==> src/rtl/joy_db15_pkg.sv <==
// Shared types, decode-table bit indices and player-word field positions for the DB15 scan scheduler.
package joy_db15_pkg;

    typedef enum logic [2:0] {
        IDLE,
        LOAD,
        SHIFT,
        PUBLISH,
        GAP
    } state_e;

    // Captured-frame bit index of each splitter input (active-low on the wire)
    localparam int IDX_P1_D     = 0;
    localparam int IDX_P1_C     = 1;
    localparam int IDX_P1_B     = 2;
    localparam int IDX_P1_A     = 3;
    localparam int IDX_P1_R     = 4;
    localparam int IDX_P1_L     = 5;
    localparam int IDX_P1_DN    = 6;
    localparam int IDX_P1_UP    = 7;
    localparam int IDX_P2_R     = 8;
    localparam int IDX_P2_L     = 9;
    localparam int IDX_P2_DN    = 10;
    localparam int IDX_P2_UP    = 11;
    localparam int IDX_P1_F     = 12;
    localparam int IDX_P1_E     = 13;
    localparam int IDX_P1_SEL   = 14;
    localparam int IDX_P1_START = 15;
    localparam int IDX_P2_F     = 16;
    localparam int IDX_P2_E     = 17;
    localparam int IDX_P2_SEL   = 18;
    localparam int IDX_P2_START = 19;
    localparam int IDX_P2_D     = 20;
    localparam int IDX_P2_C     = 21;
    localparam int IDX_P2_B     = 22;
    localparam int IDX_P2_A     = 23;

    localparam int W_RIGHT  = 0;
    localparam int W_LEFT   = 1;
    localparam int W_DOWN   = 2;
    localparam int W_UP     = 3;
    localparam int W_A      = 4;
    localparam int W_B      = 5;
    localparam int W_C      = 6;
    localparam int W_D      = 7;
    localparam int W_E      = 8;
    localparam int W_F      = 9;
    localparam int W_START  = 10;
    localparam int W_SELECT = 11;

    function automatic logic [15:0] decode_p1(input logic [23:0] f);
        logic [15:0] w;
        w           = '0;
        w[W_RIGHT]  = ~f[IDX_P1_R];
        w[W_LEFT]   = ~f[IDX_P1_L];
        w[W_DOWN]   = ~f[IDX_P1_DN];
        w[W_UP]     = ~f[IDX_P1_UP];
        w[W_A]      = ~f[IDX_P1_A];
        w[W_B]      = ~f[IDX_P1_B];
        w[W_C]      = ~f[IDX_P1_C];
        w[W_D]      = ~f[IDX_P1_D];
        w[W_E]      = ~f[IDX_P1_E];
        w[W_F]      = ~f[IDX_P1_F];
        w[W_START]  = ~f[IDX_P1_START];
        w[W_SELECT] = ~f[IDX_P1_SEL];
        return w;
    endfunction

    function automatic logic [15:0] decode_p2(input logic [23:0] f);
        logic [15:0] w;
        w           = '0;
        w[W_RIGHT]  = ~f[IDX_P2_R];
        w[W_LEFT]   = ~f[IDX_P2_L];
        w[W_DOWN]   = ~f[IDX_P2_DN];
        w[W_UP]     = ~f[IDX_P2_UP];
        w[W_A]      = ~f[IDX_P2_A];
        w[W_B]      = ~f[IDX_P2_B];
        w[W_C]      = ~f[IDX_P2_C];
        w[W_D]      = ~f[IDX_P2_D];
        w[W_E]      = ~f[IDX_P2_E];
        w[W_F]      = ~f[IDX_P2_F];
        w[W_START]  = ~f[IDX_P2_START];
        w[W_SELECT] = ~f[IDX_P2_SEL];
        return w;
    endfunction

endpackage

==> src/rtl/joy_db15_clk_div.sv <==
// JOY_CLK half-period tick generator: counts 0..CLK_DIV-1 while enabled, tick on the last count.
module joy_db15_clk_div #(
    parameter int CLK_DIV = 128
) (
    input  logic clk,
    input  logic reset,
    input  logic en,
    input  logic clr,
    output logic tick
);
    localparam int CW = $clog2(CLK_DIV);

    logic [CW-1:0] cnt_q, cnt_d;

    assign tick = en && !clr && (cnt_q == CW'(CLK_DIV - 1));

    always_comb begin
        cnt_d = cnt_q;
        if (clr)
            cnt_d = '0;
        else if (en)
            cnt_d = tick ? '0 : cnt_q + 1'b1;
    end

    always_ff @(posedge clk) begin
        if (reset) cnt_q <= '0;
        else       cnt_q <= cnt_d;
    end
endmodule

==> src/rtl/joy_db15_scan_sched.sv <==
// DB15 splitter scan scheduler: LOAD/SHIFT sequencing, frame capture and atomic player-word publish.
// Optional macro JOY_DB15_DEBOUNCE_EN: publish only when a frame matches the previous captured frame.
module joy_db15_scan_sched
    import joy_db15_pkg::*;
#(
    parameter int CLK_DIV     = 128,
    parameter int SKIP_BITS   = 1,
    parameter int NUM_BITS    = 24,
    parameter int GAP_PERIODS = 1
) (
    input  logic                clk,
    input  logic                reset,
    input  logic                auto_en,
    input  logic                scan_req,
    output logic                scan_busy,
    output logic                JOY_CLK,
    output logic                JOY_LOAD,
    input  logic                JOY_DATA,
    output logic [NUM_BITS-1:0] raw_frame,
    output logic                frame_valid,
    output logic [15:0]         joystick1,
    output logic [15:0]         joystick2
);
    localparam int CW = 16;

    state_e              state_q, state_d;
    logic                jclk_q, jclk_d, jload_q, jload_d, busy_q, busy_d, fv_q, fv_d;
    logic [NUM_BITS-1:0] buf_q, buf_d, raw_q, raw_d, shift_val;
    logic [15:0]         j1_q, j1_d, j2_q, j2_d;
    logic [CW-1:0]       cnt_q, cnt_d;
    logic [1:0]          sync_q;
    logic [23:0]         dec_in;
    logic                tick, div_en, div_clr, publish;
`ifdef JOY_DB15_DEBOUNCE_EN
    logic [NUM_BITS-1:0] prev_q, prev_d;
    logic                prev_vld_q, prev_vld_d;
`endif

    assign div_en  = (state_q == LOAD) || (state_q == SHIFT) || (state_q == GAP);
    assign div_clr = (state_q == IDLE) || (state_q == PUBLISH);

    joy_db15_clk_div #(.CLK_DIV(CLK_DIV)) u_div (
        .clk  (clk),
        .reset(reset),
        .en   (div_en),
        .clr  (div_clr),
        .tick (tick)
    );

    // New bits enter at the top so the first captured bit ends up at index 0
    assign shift_val = {sync_q[1], buf_q[NUM_BITS-1:1]};

    always_comb begin
        dec_in = '1;
        for (int i = 0; i < 24; i++)
            if (i < NUM_BITS) dec_in[i] = shift_val[i];
    end

`ifdef JOY_DB15_DEBOUNCE_EN
    assign publish = prev_vld_q && (shift_val == prev_q);
`else
    assign publish = 1'b1;
`endif

    always_comb begin
        state_d = state_q;
        jclk_d  = jclk_q;
        jload_d = jload_q;
        busy_d  = busy_q;
        fv_d    = 1'b0;
        buf_d   = buf_q;
        raw_d   = raw_q;
        j1_d    = j1_q;
        j2_d    = j2_q;
        cnt_d   = cnt_q;
`ifdef JOY_DB15_DEBOUNCE_EN
        prev_d     = prev_q;
        prev_vld_d = prev_vld_q;
`endif
        case (state_q)
            IDLE: begin
                jclk_d  = 1'b0;
                jload_d = 1'b1;
                if (auto_en || scan_req) begin
                    state_d = LOAD;
                    jload_d = 1'b0;
                    busy_d  = 1'b1;
                    cnt_d   = '0;
                end
            end
            LOAD: begin
                if (tick) begin
                    if (cnt_q == CW'(1)) begin
                        state_d = SHIFT;
                        jload_d = 1'b1;
                        cnt_d   = '0;
                    end else begin
                        cnt_d = cnt_q + CW'(1);
                    end
                end
            end
            SHIFT: begin
                if (tick) begin
                    jclk_d = ~jclk_q;
                    if (jclk_q) begin
                        if (cnt_q >= CW'(SKIP_BITS))
                            buf_d = shift_val;
                        if (cnt_q == CW'(SKIP_BITS + NUM_BITS - 1)) begin
                            state_d = PUBLISH;
                            cnt_d   = '0;
                            if (publish) begin
                                raw_d = shift_val;
                                j1_d  = decode_p1(dec_in);
                                j2_d  = decode_p2(dec_in);
                                fv_d  = 1'b1;
                            end
`ifdef JOY_DB15_DEBOUNCE_EN
                            prev_d     = shift_val;
                            prev_vld_d = 1'b1;
`endif
                        end else begin
                            cnt_d = cnt_q + CW'(1);
                        end
                    end
                end
            end
            PUBLISH: begin
                cnt_d = '0;
                if (!auto_en) begin
                    state_d = IDLE;
                    busy_d  = 1'b0;
                end else if (GAP_PERIODS == 0) begin
                    state_d = LOAD;
                    jload_d = 1'b0;
                end else begin
                    state_d = GAP;
                end
            end
            GAP: begin
                if (tick) begin
                    if (cnt_q == CW'(2 * GAP_PERIODS - 1)) begin
                        cnt_d = '0;
                        if (auto_en) begin
                            state_d = LOAD;
                            jload_d = 1'b0;
                        end else begin
                            state_d = IDLE;
                            busy_d  = 1'b0;
                        end
                    end else begin
                        cnt_d = cnt_q + CW'(1);
                    end
                end
            end
            default: begin
                state_d = IDLE;
                busy_d  = 1'b0;
                jload_d = 1'b1;
                jclk_d  = 1'b0;
            end
        endcase
    end

    always_ff @(posedge clk) begin
        if (reset) begin
            state_q <= IDLE;
            jclk_q  <= 1'b0;
            jload_q <= 1'b1;
            busy_q  <= 1'b0;
            fv_q    <= 1'b0;
            buf_q   <= '1;
            raw_q   <= '1;
            j1_q    <= '0;
            j2_q    <= '0;
            cnt_q   <= '0;
            sync_q  <= 2'b11;
`ifdef JOY_DB15_DEBOUNCE_EN
            prev_q     <= '1;
            prev_vld_q <= 1'b0;
`endif
        end else begin
            state_q <= state_d;
            jclk_q  <= jclk_d;
            jload_q <= jload_d;
            busy_q  <= busy_d;
            fv_q    <= fv_d;
            buf_q   <= buf_d;
            raw_q   <= raw_d;
            j1_q    <= j1_d;
            j2_q    <= j2_d;
            cnt_q   <= cnt_d;
            sync_q  <= {sync_q[0], JOY_DATA};
`ifdef JOY_DB15_DEBOUNCE_EN
            prev_q     <= prev_d;
            prev_vld_q <= prev_vld_d;
`endif
        end
    end

    assign scan_busy   = busy_q;
    assign JOY_CLK     = jclk_q;
    assign JOY_LOAD    = jload_q;
    assign frame_valid = fv_q;
    assign raw_frame   = raw_q;
    assign joystick1   = j1_q;
    assign joystick2   = j2_q;
endmodule

==> config.mk <==
export PLATFORM = sky130hd
export DESIGN_NAME = joy_db15_scan_sched
export DESIGN_NICKNAME = d
export VERILOG_FILES = /design/src/rtl/joy_db15_pkg.sv /design/src/rtl/joy_db15_clk_div.sv /design/src/rtl/joy_db15_scan_sched.sv
export SDC_FILE = /design/constraint.sdc
export NUM_CORES = 1
export LEC_CHECK = 0
export CAP_MARGIN = 20
export CORE_AREA = 2 2 93 95
export DETAILED_ROUTE_END_ITERATION = 10
export DIE_AREA = 0 0 95 97
export GPL_TIMING_DRIVEN = 0
export PLACE_DENSITY = 0.93
export SETUP_SLACK_MARGIN = 0.4
export SLEW_MARGIN = 20
export SYNTH_ARGS = -nofsm -noshare
export SYNTH_HDL_FRONTEND = slang
export SYNTH_SLANG_ARGS = --single-unit
==> constraint.sdc <==
create_clock -name clk -period 3.9 [get_ports clk]
set_clock_uncertainty 0.15 [all_clocks]
set_input_delay 0.78 -clock clk [delete_from_list [all_inputs] [get_ports clk]]
set_output_delay 0.78 -clock clk [all_outputs]
set_load 0.02 [all_outputs]
==> summary.md <==
| Metric | Value |
|---|---|
| CORE AREA | 8130 µm² |
| Synth Instances | 562 |
| ANT cells | 0 |
| FF+latch area | 2060 µm² |
| Syn Area/Cell | 8.35 µm² |
| Critical path arrival | roughly 2.8 ns |
| Sequential Power Share | around half |
| Crit path largest cell delay | 0.53 ns |
| RSZ-0062 raised after global routing | false |
| Initial Util | 57.7% |
| Largest net degree at the start of global routing | 19 |
| Logic pwr share | 23.0% |
| CP max stage cell | clkdlybuf4s50_1 |
| First-pass GRT wire length | between 15 and 20 mm |
| Setup violators final | 0 |
| CTS buffer count | 9 |
| Hold_buf cts | 0 |
| GP Congestion | 0.893 |
| CP Cell Sequence | clkdlybuf4s50_1, clkbuf_1, clkbuf_1, clkbuf_1, nor3_1 |
| Multi-input logic area | 2340 µm² |
| Outcome | finished, final reports clean |
| DR iter-0 viols | 271 |
| WL/cell | 15.4 µm |
| Clock tree buffer depth | 2 |
| Post-synthesis sequential area ratio | 43.9% |
| Vias | 4336 |
| Worst Setup Path Type | primary input to register |
| Worst slack at placement | between 0.8 and 0.9 ns |
| Crit path max fanout | 10 |
| Main flop type after synthesis | dfxtp_1 |
| Post-route ant nets | 0 |
| Clock Pin Slew Worst Setup and Hold Paths | 0.10 ns |
| Cell area power density | 402 nW/µm² |
| Clock power share | 28.2% |
| CTS tree | done |
| Nets | 646 |
| Vias in the first global route | 4177 |
| Peak supply drop | around 0.00025 V |
| Setup crit start kind | primary input |
| Fin. Hold Viols | 0 |
| Setup TNS | 0 ns |
| Yosys cell types | between 70 and 80 |
| CP most frequent cell | clkbuf_1 |
| Tightest Pin Transition | 0.676 ns |
| Final min period | 2.70 ns |
| Hold Slack | ~0.27 ns |
| Port bufs | 56 |
| Post-cts resize count | 0 |
| Final worst slack | 1.20 ns |
| Die W | 95 µm |
| Synth Register Bits | 103 |
| Drt via density | 5.82 |
| DIE HEIGHT | 97 µm |
| P_leak | 2.17 nW |
| Period utilization | between 60 and 70% |
| Residual DRC | 0 |
| HPWL after detailed placement | 8.29 mm |
| Drt first pass iters | 5 |
| Min-Delay Path Class | register to register |
| H-Tree Depth | 3 |
| Synthesized area | 4690 µm² |
| Syn-to-layout area delta | 19.1% |
| Slew HR | between 50% and 60% |
| Die area | 9220 µm² |
| FMAX | 0.371 GHz |
| Hold Crit Depth | 1 |
| Initial antenna violation count | 0 |
| P_sw | about 730 µW |
| R2r worst-path depth | 8 |
| Worst skew pair latency | 0.38 ns |
| Synth top area share | 43.9% |
| Total grt overflow | 0 |
| Share of cells above drive strength 1 | a little over a tenth |
| GRT Total Usage | 25.9% |
| Routed WL | ~12 mm |
| Switch share | 32.3% |
| Largest area contributor in the netlist | dfxtp_1 |
| # rows | 33 |
| Yosys warnings | 0 |
| CP required | about 4 ns |
| Maxcap violations | 0 |
| Final max-slew violation count | 0 |
| Fillcell total | 664 |
| IO Pins | 65 |
| Internal power | 1.52 mW |
| Post-synth EDFFs | 0 |
| Post-CTS Setup Bufs | 0 |
| Clock sink total | 103 |
| Root buffer cell | clkbuf_8 |
| Top cells by area, synth | dfxtp_1 (44%), nand2_1 (11%), nand3_1 (6.2%), a21oi_1 (3.7%), or3_1 (3.2%) |
| Crit. End Element | register |
| Async set-or-reset flop fraction in the synthesized netlist | 0% |
synthesized netlist by cell type (all sizes together) (2+ instances only):
| master | number |
|---|---|
| xor2 | 2 |
| nand2 | 135 |
| nor3 | 7 |
| nor2 | 24 |
| and3 | 9 |
| nor4 | 8 |
| or3 | 27 |
| buf | 21 |
| a31o | 2 |
| or2 | 5 |
| nor3b | 5 |
| ha | 5 |
| nand3b | 3 |
| xnor2 | 4 |
| clkinv | 2 |
| o21ai | 2 |
| or4 | 3 |
| a21oi | 35 |
| a31oi | 2 |
| nor2b | 2 |
| o211ai | 4 |
| or2b | 2 |
| dfxtp | 103 |
| a22o | 6 |
| clkbuf | 26 |
| nand3 | 58 |
| mux2i | 2 |
| inv | 6 |
| o31ai | 12 |
| nand4 | 10 |
| o32ai | 3 |
| o2bb2ai | 4 |
| a211oi | 3 |
| o31a | 2 |
| o41ai | 2 |
worst max-delay path: cells and delay by family:
family / cells / cell delay [ns]
AND/OR/NAND/NOR: 1 / 0.16
buffers and inverters: 4 / 1.83
sequential cells by signal (all words and copies together), names as in the netlist, 2 cells and up:
signal	cells
cnt_q	16
joystick1	12
joystick2	12
sync_q	2
u_div.cnt_q	7
buf_q	23
raw_frame	24
state_q	3
placed cells by master, fill, tap and decap left out, types with 4 or more instances in the layout:
| master | Yosys | final |
|---|---|---|
| nor3_1 | 7 | 7 |
| o2bb2ai_1 | 4 | 4 |
| ha_1 | 5 | 5 |
| inv_1 | 6 | 6 |
| and3_1 | 6 | 6 |
| clkbuf_1 | 20 | 20 |
| nand2_1 | 135 | 135 |
| clkdlybuf4s50_1 | 0 | 56 |
| nand3_1 | 58 | 58 |
| dfxtp_1 | 103 | 103 |
| a21oi_1 | 35 | 35 |
| nor2_1 | 24 | 24 |
| or3_1 | 24 | 24 |
| nor4_1 | 5 | 5 |
| nand4_1 | 9 | 9 |
| nor3b_1 | 4 | 4 |
| xnor2_1 | 4 | 4 |
| buf_2 | 10 | 10 |
| clkbuf_8 | 4 | 13 |
| o31ai_1 | 11 | 11 |
| buf_4 | 9 | 9 |
| a22o_1 | 5 | 5 |
| conb_1 | 1 | 8 |
per-layer routing:
metal	wire length (µm)	vias to the layer above	global-route usage [%]
met3	644	17	4.36
met4	172	0	10.1
met5	0	-	0
met1	4720	2051	31.7
met2	5970	165	44.7
li1	-	2103	-
per-stage QoR:
step / cell area [µm²] / total power [mW] / cells / utilization, %
2_1_floorplan: 4720 / 1.51 / 569 / -
6_report: 5590 / 2.25 / 745 / 68.7
3_3_place_gp: 5410 / 1.61 / 730 / 66.5
3_5_place_dp: 5410 / 1.63 / 730 / 66.5
4_1_cts: 5590 / 2.24 / 745 / 68.7
5_1_grt: 5590 / 2.34 / 745 / 68.7
cell families (layout without fill, tap and decap cells):
kind of cell / count (synthesis) / after routing / share of synthesized area (%)
compound gates: 87 / 87 / 14.0
xor+xnor: 6 / 6 / 1.12
fa+ha+maj: 5 / 5 / 1.33
buf+inv: 56 / 127 / 6.88
flops: 103 / 103 / 43.9
mux: 2 / 2 / 0.426
other cells: 1 / 8 / 0.0799
simple gates: 302 / 302 / 32.2
worst paths after layout:
path | from | end | slack [ns]
worst max-delay path | reset | frame_valid | 1.20
worst min-delay path | sync_q[0] | sync_q[1] | 0.27
worst max register to register | u_div.cnt_q[1] | raw_frame[13] | 1.38
worst min register to register | sync_q[0] | sync_q[1] | 0.27
cell type report:
class / count / area share (%)
repair buffers: 56 / 10.0
plain buffers: 48 / 5.24
flip-flops and latches: 103 / 36.9
inverters: 8 / 0.537
clock buffers: 9 / 2.22
clock inverters: 6 / 0.985
well taps: 105 / 2.35
multi-input cells: 410 / 41.8
power by group through the flow:
stage	clock, mW	sequential (mW)	combinational, mW
after floorplan	0	1.13	0.379
after global placement	0	1.12	0.492
after detailed placement	0	1.12	0.503
after CTS	0.638	1.10	0.508
after global routing	0.682	1.10	0.559
final	0.634	1.10	0.517
Note: power is estimated with default switching activity, not from simulation.
